## src/rtl/keypad_pkg.sv

```systemverilog
// Shared types and constants for the keypad event path.
package keypad_pkg;

  localparam int unsigned KEY_CODE_W = 4;

  // Value presented on the read port when no event is queued.
  localparam logic [KEY_CODE_W-1:0] KEY_NONE = 4'h0;

  typedef enum logic [1:0] {
    IDLE         = 2'd0,
    PRESS_WAIT   = 2'd1,
    HELD         = 2'd2,
    RELEASE_WAIT = 2'd3
  } deb_state_e;

endpackage

```

## src/rtl/keypad_sync_fifo.sv

```systemverilog
// Small synchronous FIFO with first-word-fall-through head and drop indication.
module keypad_sync_fifo #(
  parameter int unsigned WIDTH = 4,
  parameter int unsigned DEPTH = 8
) (
  input  logic                     clk1,
  input  logic                     reset,
  input  logic                     push,
  input  logic                     pop,
  input  logic [WIDTH-1:0]         wr_data,
  output logic [WIDTH-1:0]         head_data,
  output logic [$clog2(DEPTH):0]   count,
  output logic                     empty,
  output logic                     full,
  output logic                     overflow_c
);

  localparam int unsigned PTR_W = $clog2(DEPTH);
  localparam int unsigned CNT_W = PTR_W + 1;

  logic [WIDTH-1:0] mem_q [DEPTH];
  logic [WIDTH-1:0] mem_d [DEPTH];
  logic [PTR_W-1:0] wr_ptr_q, wr_ptr_d;
  logic [PTR_W-1:0] rd_ptr_q, rd_ptr_d;
  logic [CNT_W-1:0] count_q, count_d;
  logic             push_ok;
  logic             pop_ok;

  assign empty     = (count_q == '0);
  assign full      = (count_q == CNT_W'(DEPTH));
  assign count     = count_q;
  assign head_data = mem_q[rd_ptr_q];

  // Accept/drop decisions, storage write and occupancy update.
  always_comb begin
    mem_d      = mem_q;
    wr_ptr_d   = wr_ptr_q;
    rd_ptr_d   = rd_ptr_q;
    count_d    = count_q;
    pop_ok     = pop && !empty;
    // A pop frees a slot in the same cycle, so a full FIFO still accepts.
    push_ok    = push && (!full || pop_ok);
    overflow_c = push && !push_ok;

    if (push_ok) begin
      mem_d[wr_ptr_q] = wr_data;
      wr_ptr_d        = wr_ptr_q + PTR_W'(1);
    end
    if (pop_ok) begin
      rd_ptr_d = rd_ptr_q + PTR_W'(1);
    end

    case ({push_ok, pop_ok})
      2'b10:   count_d = count_q + CNT_W'(1);
      2'b01:   count_d = count_q - CNT_W'(1);
      default: count_d = count_q;
    endcase
  end

  // FIFO state registers.
  always_ff @(posedge clk1 or posedge reset) begin
    if (reset) begin
      mem_q    <= '{default: '0};
      wr_ptr_q <= '0;
      rd_ptr_q <= '0;
      count_q  <= '0;
    end else begin
      mem_q    <= mem_d;
      wr_ptr_q <= wr_ptr_d;
      rd_ptr_q <= rd_ptr_d;
      count_q  <= count_d;
    end
  end

endmodule

```

## src/rtl/keypad_event_fifo.sv

```systemverilog
// Debounces scanner key presses into single events and queues them for the CPU.
module keypad_event_fifo
  import keypad_pkg::*;
#(
  parameter int unsigned DEBOUNCE_CYCLES = 16,
  parameter int unsigned DEPTH           = 8
) (
  input  logic                    clk1,
  input  logic                    reset,
  input  logic                    key_valid,
  input  logic [KEY_CODE_W-1:0]   key_code,
  input  logic                    rd_en,
  input  logic                    clr_ovf,
  output logic [KEY_CODE_W-1:0]   rd_data,
  output logic                    empty,
  output logic                    full,
  output logic [$clog2(DEPTH):0]  count,
  output logic                    overflow,
  output logic                    irq
);

  localparam int unsigned DB_W = $clog2(DEBOUNCE_CYCLES);
  localparam logic [DB_W-1:0] DB_LAST = DB_W'(DEBOUNCE_CYCLES - 2);

  deb_state_e            state_q, state_d;
  logic [DB_W-1:0]       db_cnt_q, db_cnt_d;
  logic [KEY_CODE_W-1:0] code_q, code_d;
  logic                  overflow_q, overflow_d;
  logic                  irq_q, irq_d;
  logic                  push_c;
  logic                  drop_c;
  logic                  fifo_empty;
  logic [KEY_CODE_W-1:0] head_data;

  keypad_sync_fifo #(
    .WIDTH (KEY_CODE_W),
    .DEPTH (DEPTH)
  ) u_fifo (
    .clk1       (clk1),
    .reset      (reset),
    .push       (push_c),
    .pop        (rd_en),
    .wr_data    (code_q),
    .head_data  (head_data),
    .count      (count),
    .empty      (fifo_empty),
    .full       (full),
    .overflow_c (drop_c)
  );

  assign empty    = fifo_empty;
  assign rd_data  = fifo_empty ? KEY_NONE : head_data;
  assign overflow = overflow_q;
  assign irq      = irq_q;

  // Debounce next-state: one push per stable press, release must settle before re-arming.
  always_comb begin
    state_d  = state_q;
    db_cnt_d = db_cnt_q;
    code_d   = code_q;
    push_c   = 1'b0;

    case (state_q)
      IDLE: begin
        if (key_valid) begin
          code_d   = key_code;
          db_cnt_d = '0;
          state_d  = PRESS_WAIT;
        end
      end
      PRESS_WAIT: begin
        if (!key_valid || (key_code != code_q)) begin
          state_d = IDLE;
        end else if (db_cnt_q == DB_LAST) begin
          push_c  = 1'b1;
          state_d = HELD;
        end else begin
          db_cnt_d = db_cnt_q + DB_W'(1);
        end
      end
      HELD: begin
        // Code changes while held are deliberately ignored.
        if (!key_valid) begin
          db_cnt_d = '0;
          state_d  = RELEASE_WAIT;
        end
      end
      RELEASE_WAIT: begin
        if (key_valid) begin
          state_d = HELD;
        end else if (db_cnt_q == DB_LAST) begin
          state_d = IDLE;
        end else begin
          db_cnt_d = db_cnt_q + DB_W'(1);
        end
      end
      default: state_d = IDLE;
    endcase
  end

  // Sticky overflow (a drop beats a clear) and interrupt level.
  always_comb begin
    overflow_d = drop_c | (overflow_q & ~clr_ovf);
    irq_d      = !fifo_empty;
  end

  // Control registers.
  always_ff @(posedge clk1 or posedge reset) begin
    if (reset) begin
      state_q    <= IDLE;
      db_cnt_q   <= '0;
      code_q     <= KEY_NONE;
      overflow_q <= 1'b0;
      irq_q      <= 1'b0;
    end else begin
      state_q    <= state_d;
      db_cnt_q   <= db_cnt_d;
      code_q     <= code_d;
      overflow_q <= overflow_d;
      irq_q      <= irq_d;
    end
  end

endmodule
```

## config.mk

```make
export PLATFORM = sky130hd
export DESIGN_NAME = keypad_event_fifo
export DESIGN_NICKNAME = d
export VERILOG_FILES = /design/src/rtl/keypad_pkg.sv /design/src/rtl/keypad_sync_fifo.sv /design/src/rtl/keypad_event_fifo.sv
export SDC_FILE = /design/constraint.sdc
export NUM_CORES = 1
export LEC_CHECK = 0
export ABC_AREA = 1
export BUFFER_PORTS_ARGS = -buffer_cell sky130_fd_sc_hd__clkbuf_2
export CAP_MARGIN = 40
export CELL_PAD_IN_SITES_DETAIL_PLACEMENT = 2
export CELL_PAD_IN_SITES_GLOBAL_PLACEMENT = 2
export CORE_ASPECT_RATIO = 1.2
export CORE_UTILIZATION = 35
export CTS_CLUSTER_DIAMETER = 80
export DETAILED_ROUTE_END_ITERATION = 16
export PLACE_DENSITY_LB_ADDON = 0.1
export SLEW_MARGIN = 25
export SYNTH_ARGS = -nofsm -noshare
export SYNTH_HDL_FRONTEND = slang
export SYNTH_HIERARCHICAL = 1
export SYNTH_SLANG_ARGS = --single-unit
```

## constraint.sdc

```tcl
create_clock -name clk1 -period 3.3 [get_ports clk1]
set_clock_uncertainty 0.15 [all_clocks]
set_input_delay 0.165 -clock clk1 [delete_from_list [all_inputs] [get_ports clk1]]
set_output_delay 0.165 -clock clk1 [all_outputs]
set_load 0.02 [all_outputs]
```

# --- Word-level counts from Yosys, hierarchy flattened ---
# Cells that the tools add are included.
op_classes:
  n_addsub: 5
  order_cmp: 3
  eq_ne: 14
  muxes: 24
  bitwise: 5
  n_reduce_logical: 16
op_table:
  columns: ["cell", "count"]
  rows:
  - ["$mux W4", 9]
  - ["$bwmux W32", 1]
  - ["$pmux W4 S4", 1]
  - ["$bmux W4 S3", 1]
  - ["$demux W4 S3", 1]
  - ["$mux W2", 6]
  - ["$add A4 B1 Y4 const B", 2]
  - ["$eq A4 B4 Y1 const B", 2]
  - ["$ge A4 B4 Y1 const B", 2]
  - ["$ne A2 B2 Y1 const B", 4]
  - ["$not A3 Y4", 2]
  - ["$pmux W2 S4", 1]
  - ["$pmux W4 S2", 1]
  - ["$reduce_and A4 Y1", 2]
  - ["$add A3 B1 Y3 const B", 2]
  - ["$eq A2 B2 Y1 const B", 3]
  - ["$ne A3 B3 Y1 const B", 2]
  - ["$eq A2 B1 Y1 const B", 2]
  - ["$logic_and A1 B1 Y1", 4]
  - ["$logic_not A1 Y1", 4]
  - ["$logic_not A4 Y1", 1]
  - ["$lt A4 B1 Y1 const B", 1]
  - ["$ne A4 B4 Y1", 1]
  - ["$sub A4 B1 Y4 const B", 1]
  - ["8 further kinds", 11]
word_totals:
  regBits: 54
  inputBits: 9
  elab_cells: 83

# --- Longest topological paths before layout ---
logic_depth:
  ltp_word: 8
  mapped_depth: 17

# --- Hierarchy ---
# The synthesis kept the hierarchy.
by_module_without_submodules:
  columns: ["module", "instances", "cells_per_inst", "area_per_inst_um2", "seq_area_each_um2"]
  rows:
  - ["keypad_sync_fifo", 1, 311, 2366.0, 1051.0]
  - ["keypad_event_fifo", 1, 116, 778.2, 300.3]

# --- Worst setup path before layout ---
# OpenSTA, ideal clock, no wires.
synth_timing:
  path_type: "flip-flop to flip-flop"
  from: "reg state_q[1]"
  to: "reg u_fifo.count_q[3], in the netlist u_fifo/count[3]"
  arrival_ns: 2.221
  required_ns: 3.034
  path_slack_ns: 0.812
  stages_incl_launch_ff: 14
  cell_sequence: "dfrtp_1 -> buf_4 -> nor2_2 -> nand4_1 -> nor2_1 -> clkbuf_1 -> nand2_1 -> ha_1 -> ha_1 -> or2_2 -> nand3_1 -> nand2_1 -> nand2_1 -> nand2_1"
synth_via:
  elab_chain_len: 5
  elab_cells_between_ends: 7
  cone_classes: "3 x eq/ne; 2 x mux; 2 x reduce/logical"
synth_lines:
  columns: ["item", "line", "rtl"]
  rows:
  - ["start: declaration", "keypad_event_fifo.sv:25", "deb_state_e state_q, state_d;"]
  - ["start signal: assignment", "keypad_event_fifo.sv:116", "state_q <= state_d;"]
  - ["$eq A2 B1 Y1 *", "keypad_event_fifo.sv:63", "case (state_q)"]
  - ["$mux W1 *", "keypad_event_fifo.sv:63", null]
  - ["named net push_c", "keypad_event_fifo.sv:30", "logic push_c;"]
  - ["$logic_and A1 B1 Y1 *", "keypad_sync_fifo.sv:42", "push_ok = push && (!full || pop_ok);"]
  - ["$eq A2 B1 Y1 or $eq A2 B2 Y1 (tied branches)", "keypad_sync_fifo.sv:53", "case ({push_ok, pop_ok})"]
  - ["$pmux W4 S2 or $reduce_bool A2 Y1 (tied branches)", null, null]
  - ["end signal: assignment", "keypad_sync_fifo.sv:71", "count_q <= count_d;"]
  - ["end: declaration", "keypad_sync_fifo.sv:25", "logic [CNT_W-1:0] count_q, count_d;"]
# The timed path passes the listed nets; every way through them passes the cells marked *.
# A chain may end at the register's enable or synchronous reset.

# --- Final worst setup path ---
layout_timing:
  from: "reg code_q[0]"
  to: "reg u_fifo.count_q[3], in the netlist u_fifo/count[3]"
layout_via:
  elab_chain_len: 7
  elab_cells_between_ends: 9
  cone_classes: "3 x eq/ne; 3 x mux; 3 x reduce/logical"
layout_lines:
  columns: ["item", "line", "rtl"]
  rows:
  - ["start: declaration", "keypad_event_fifo.sv:27", "logic [KEY_CODE_W-1:0] code_q, code_d;"]
  - ["start signal: assignment", "keypad_event_fifo.sv:118", "code_q <= code_d;"]
  - ["$ne A4 B4 Y1 *", "keypad_event_fifo.sv:72", "if (!key_valid || (key_code != code_q)) begin"]
  - ["$logic_or A1 B1 Y1 *", "keypad_event_fifo.sv:72", null]
  - ["$mux W1 *", "keypad_event_fifo.sv:72", null]
  - ["$mux W1 *", "keypad_event_fifo.sv:63", null]
  - ["named net push_c", "keypad_event_fifo.sv:30", null]
  - ["$logic_and A1 B1 Y1 *", "keypad_sync_fifo.sv:42", null]
  - ["$eq A2 B1 Y1 or $eq A2 B2 Y1 (tied branches)", "keypad_sync_fifo.sv:53", null]
  - ["$pmux W4 S2 or $reduce_bool A2 Y1 (tied branches)", null, null]
# Marked as above.

==> results.cfg <==
[finish]
final_area_um2 = 3470
final_cells = 562
area_growth_pct = 10.5
ff_latch_area_um2 = 1350
nets = 461
mostFrequentLayoutCells = nand2_1 (162), dfrtp_1 (54), nand4_1 (39)
layout-drive-gt1-share_pct = 12.8
multi_input_area_um2 = 1550
nFillCells = 1103
n_antenna_cell = 0
layout_commonest_cell = nand2_1

[cts]
clockRootBuffer = clkbuf_8
post_cts_buffers = 0
cts-htree-levels = 2
clk-insertion-delay-late_ps = 310
cts_resized = 0
cts_tree = done
clk_pin_slew_ps = 100
postCtsHoldBufs = 4
cts_buffer_depth = 2
cts_buffers = 5
cts_sinks = 54

[floorplanning]
die_x_um = 88.5
rows = 37
core-area_um2 = 8660
start_util_pct = 36.3
die-area_um2 = 9370
io_pins = 21
die_h_um = 106

[pwr]
ir_drop_v = 0.000270
p_leak_uw = 0.00187
power_uw = 2260
powerDensity_nw_per_um2 = 651

[logic_synthesis]
synth_cells = 427
synthArstFlopShare_pct = 100
synth_edf_count = 0
seq_area_frac_synth_pct = 43.0
synth.avg_cell_area_um2 = 7.36
synthesis.area_um2 = 3140
syn_nets = 444
ys_ff_latch = 54
synth_ff_type = dfrtp_1
yosys_warnings = 6
synth.distinct_cells = 28

[placed_design]
numPortBuffers = 20
pre_cts_slack_ps = 460
hpwl_mm = 6.88
gp_congestion = 0.755
dp.cells = 550
place_area_um2 = 3340

[worst_setup_path]
crit_arrival_ps = 2890
timing.critical_path.from_type = register
cp_slowest_cell = dfrtp_1
max_stage_delay_ps = 600
crit_path_end_kind = register
required_ps = 3360
worst_path_most_repeated_cell = nand2_1
critPathMaxFanout = 11
cp_num_buf_inv = 1
crit_type = reg -> reg
rrSetupSlack_ps = 470
crit_family = simple AND/OR/NAND/NOR gates
path_cells = inv_1 > nand2_1 > nand2_1 > nor2_1 > nand4_1 > nor2_2 > nand2_1 > ha_1 > ha_1 > or2_2 > nand3_1 > nand2_1 > nand2_1 > nand2_1

[timing]
setup_viol = 0
fin_crit_ps = 2830
timing.fmax_mhz = 354
drv_slew = 0
tns_ps = 0
hold_viol = 0
relSlewSlack_pct = 62.2
tightest_slew_ps = 567
finalCritPeriodShare_pct = 85.7
rsz0062_at_grt = false
final.setup.worst_slack_ps = 473

[route]
ant_nets = 0
viasPerCell = 5.03
wire_per_inst_um = 16.1
vias = 2827
dr.pass1.iters = 4
drc_errors = 0
drt-initial-drc-count = 120
finalWirelength_mm = 9.03

[run_status]
status = completed

[global_routing]
grt_usage_pct = 21.0
grt_pass1_vias = 3038
overflow = 0
antenna_found_initial = 0
grt_max_degree = 43
grt_pass1_wl_mm = 15.1

[job]
cap_violations = 0

[worst_hold_path]
hold_path_class = in -> reg
-- worst paths after layout --
path | start | to | cells after the start
setup reg to reg | code_q[0] | u_fifo/count[3] | 14
hold reg to reg | u_fifo/mem_q[14] | u_fifo/mem_q[14] | 2
max in group asynchronous | reset | u_fifo/mem_q[24] | 4
min in group asynchronous | reset | db_cnt_q[2] | 3
setup / recovery | code_q[0] | u_fifo/count[3] | 14
hold / removal | key_code[3] | code_q[3] | 3
-- metrics by stage --
step | util, % | hold slack, ps
global route | 40.1 | 50.1
floorplan | - | -120
global placement | 38.5 | 73.9
detailed placement | 38.5 | 83.6
finish | 40.1 | 23.8
CTS | 40.1 | 12.7
-- per-layer routing --
layer,track usage (%),vias to the layer above,wire [um]
met4,4.61,0,69
met5,0,-,0
met1,25.5,1405,3940
li1,-,1397,-
met3,2.35,4,132
met2,38.8,21,4890
-- registers in the layout (all words and copies together), names as in the netlist --
register	cells
u_fifo/rd_ptr_q	3
code_q	4
state_q	2
u_fifo/count	4
irq	1
u_fifo/wr_ptr_q	3
u_fifo/mem_q	32
db_cnt_q	4
overflow	1
-- synth_stat cells (2+ instances only) --
cell type	instances	area, um2
nand3_2	8	80.1
inv_2	3	11.3
xnor2_1	4	35.0
nand3_1	10	50.1
inv_1	38	143
nand2_1	162	608
nor2_2	6	37.5
nand4_1	39	244
nor2_1	38	143
buf_4	2	15.0
xor2_1	3	26.3
buf_2	7	35.0
o21ai_0	25	125
nor2_4	2	22.5
dfrtp_1	54	1350
ha_1	7	87.6
clkbuf_1	8	30.0
-- where the power goes --
group / switching, uW / internal (uW) / leakage, uW
clock network: 229 / 173 / 0.0000478
registers: 181 / 748 / 0.000733
logic: 618 / 311 / 0.00109
-- worst min-delay path, delay by kind of cell --
kind            cells  cell delay, ps
compound gates      1              90
buf+inv             2             180
-- logic make-up after synthesis --
family,synth area share [%]
fa+ha+maj,3.42
buf+inv,7.92
flops,43.0
simple gates,38.9
compound gates,4.81
xor+xnor,1.95
-- area by class of cell --
class | instances | area share [%]
Timing Repair Buffer | 29 | 5.11
Multi-Input combinational cell | 313 | 44.5
Clock buffer | 6 | 2.38
Inverter | 41 | 4.43
Tap cell | 117 | 4.21
Sequential cell | 54 | 38.9
Clock inverter | 2 | 0.468
(Power assumes the default switching activity.)
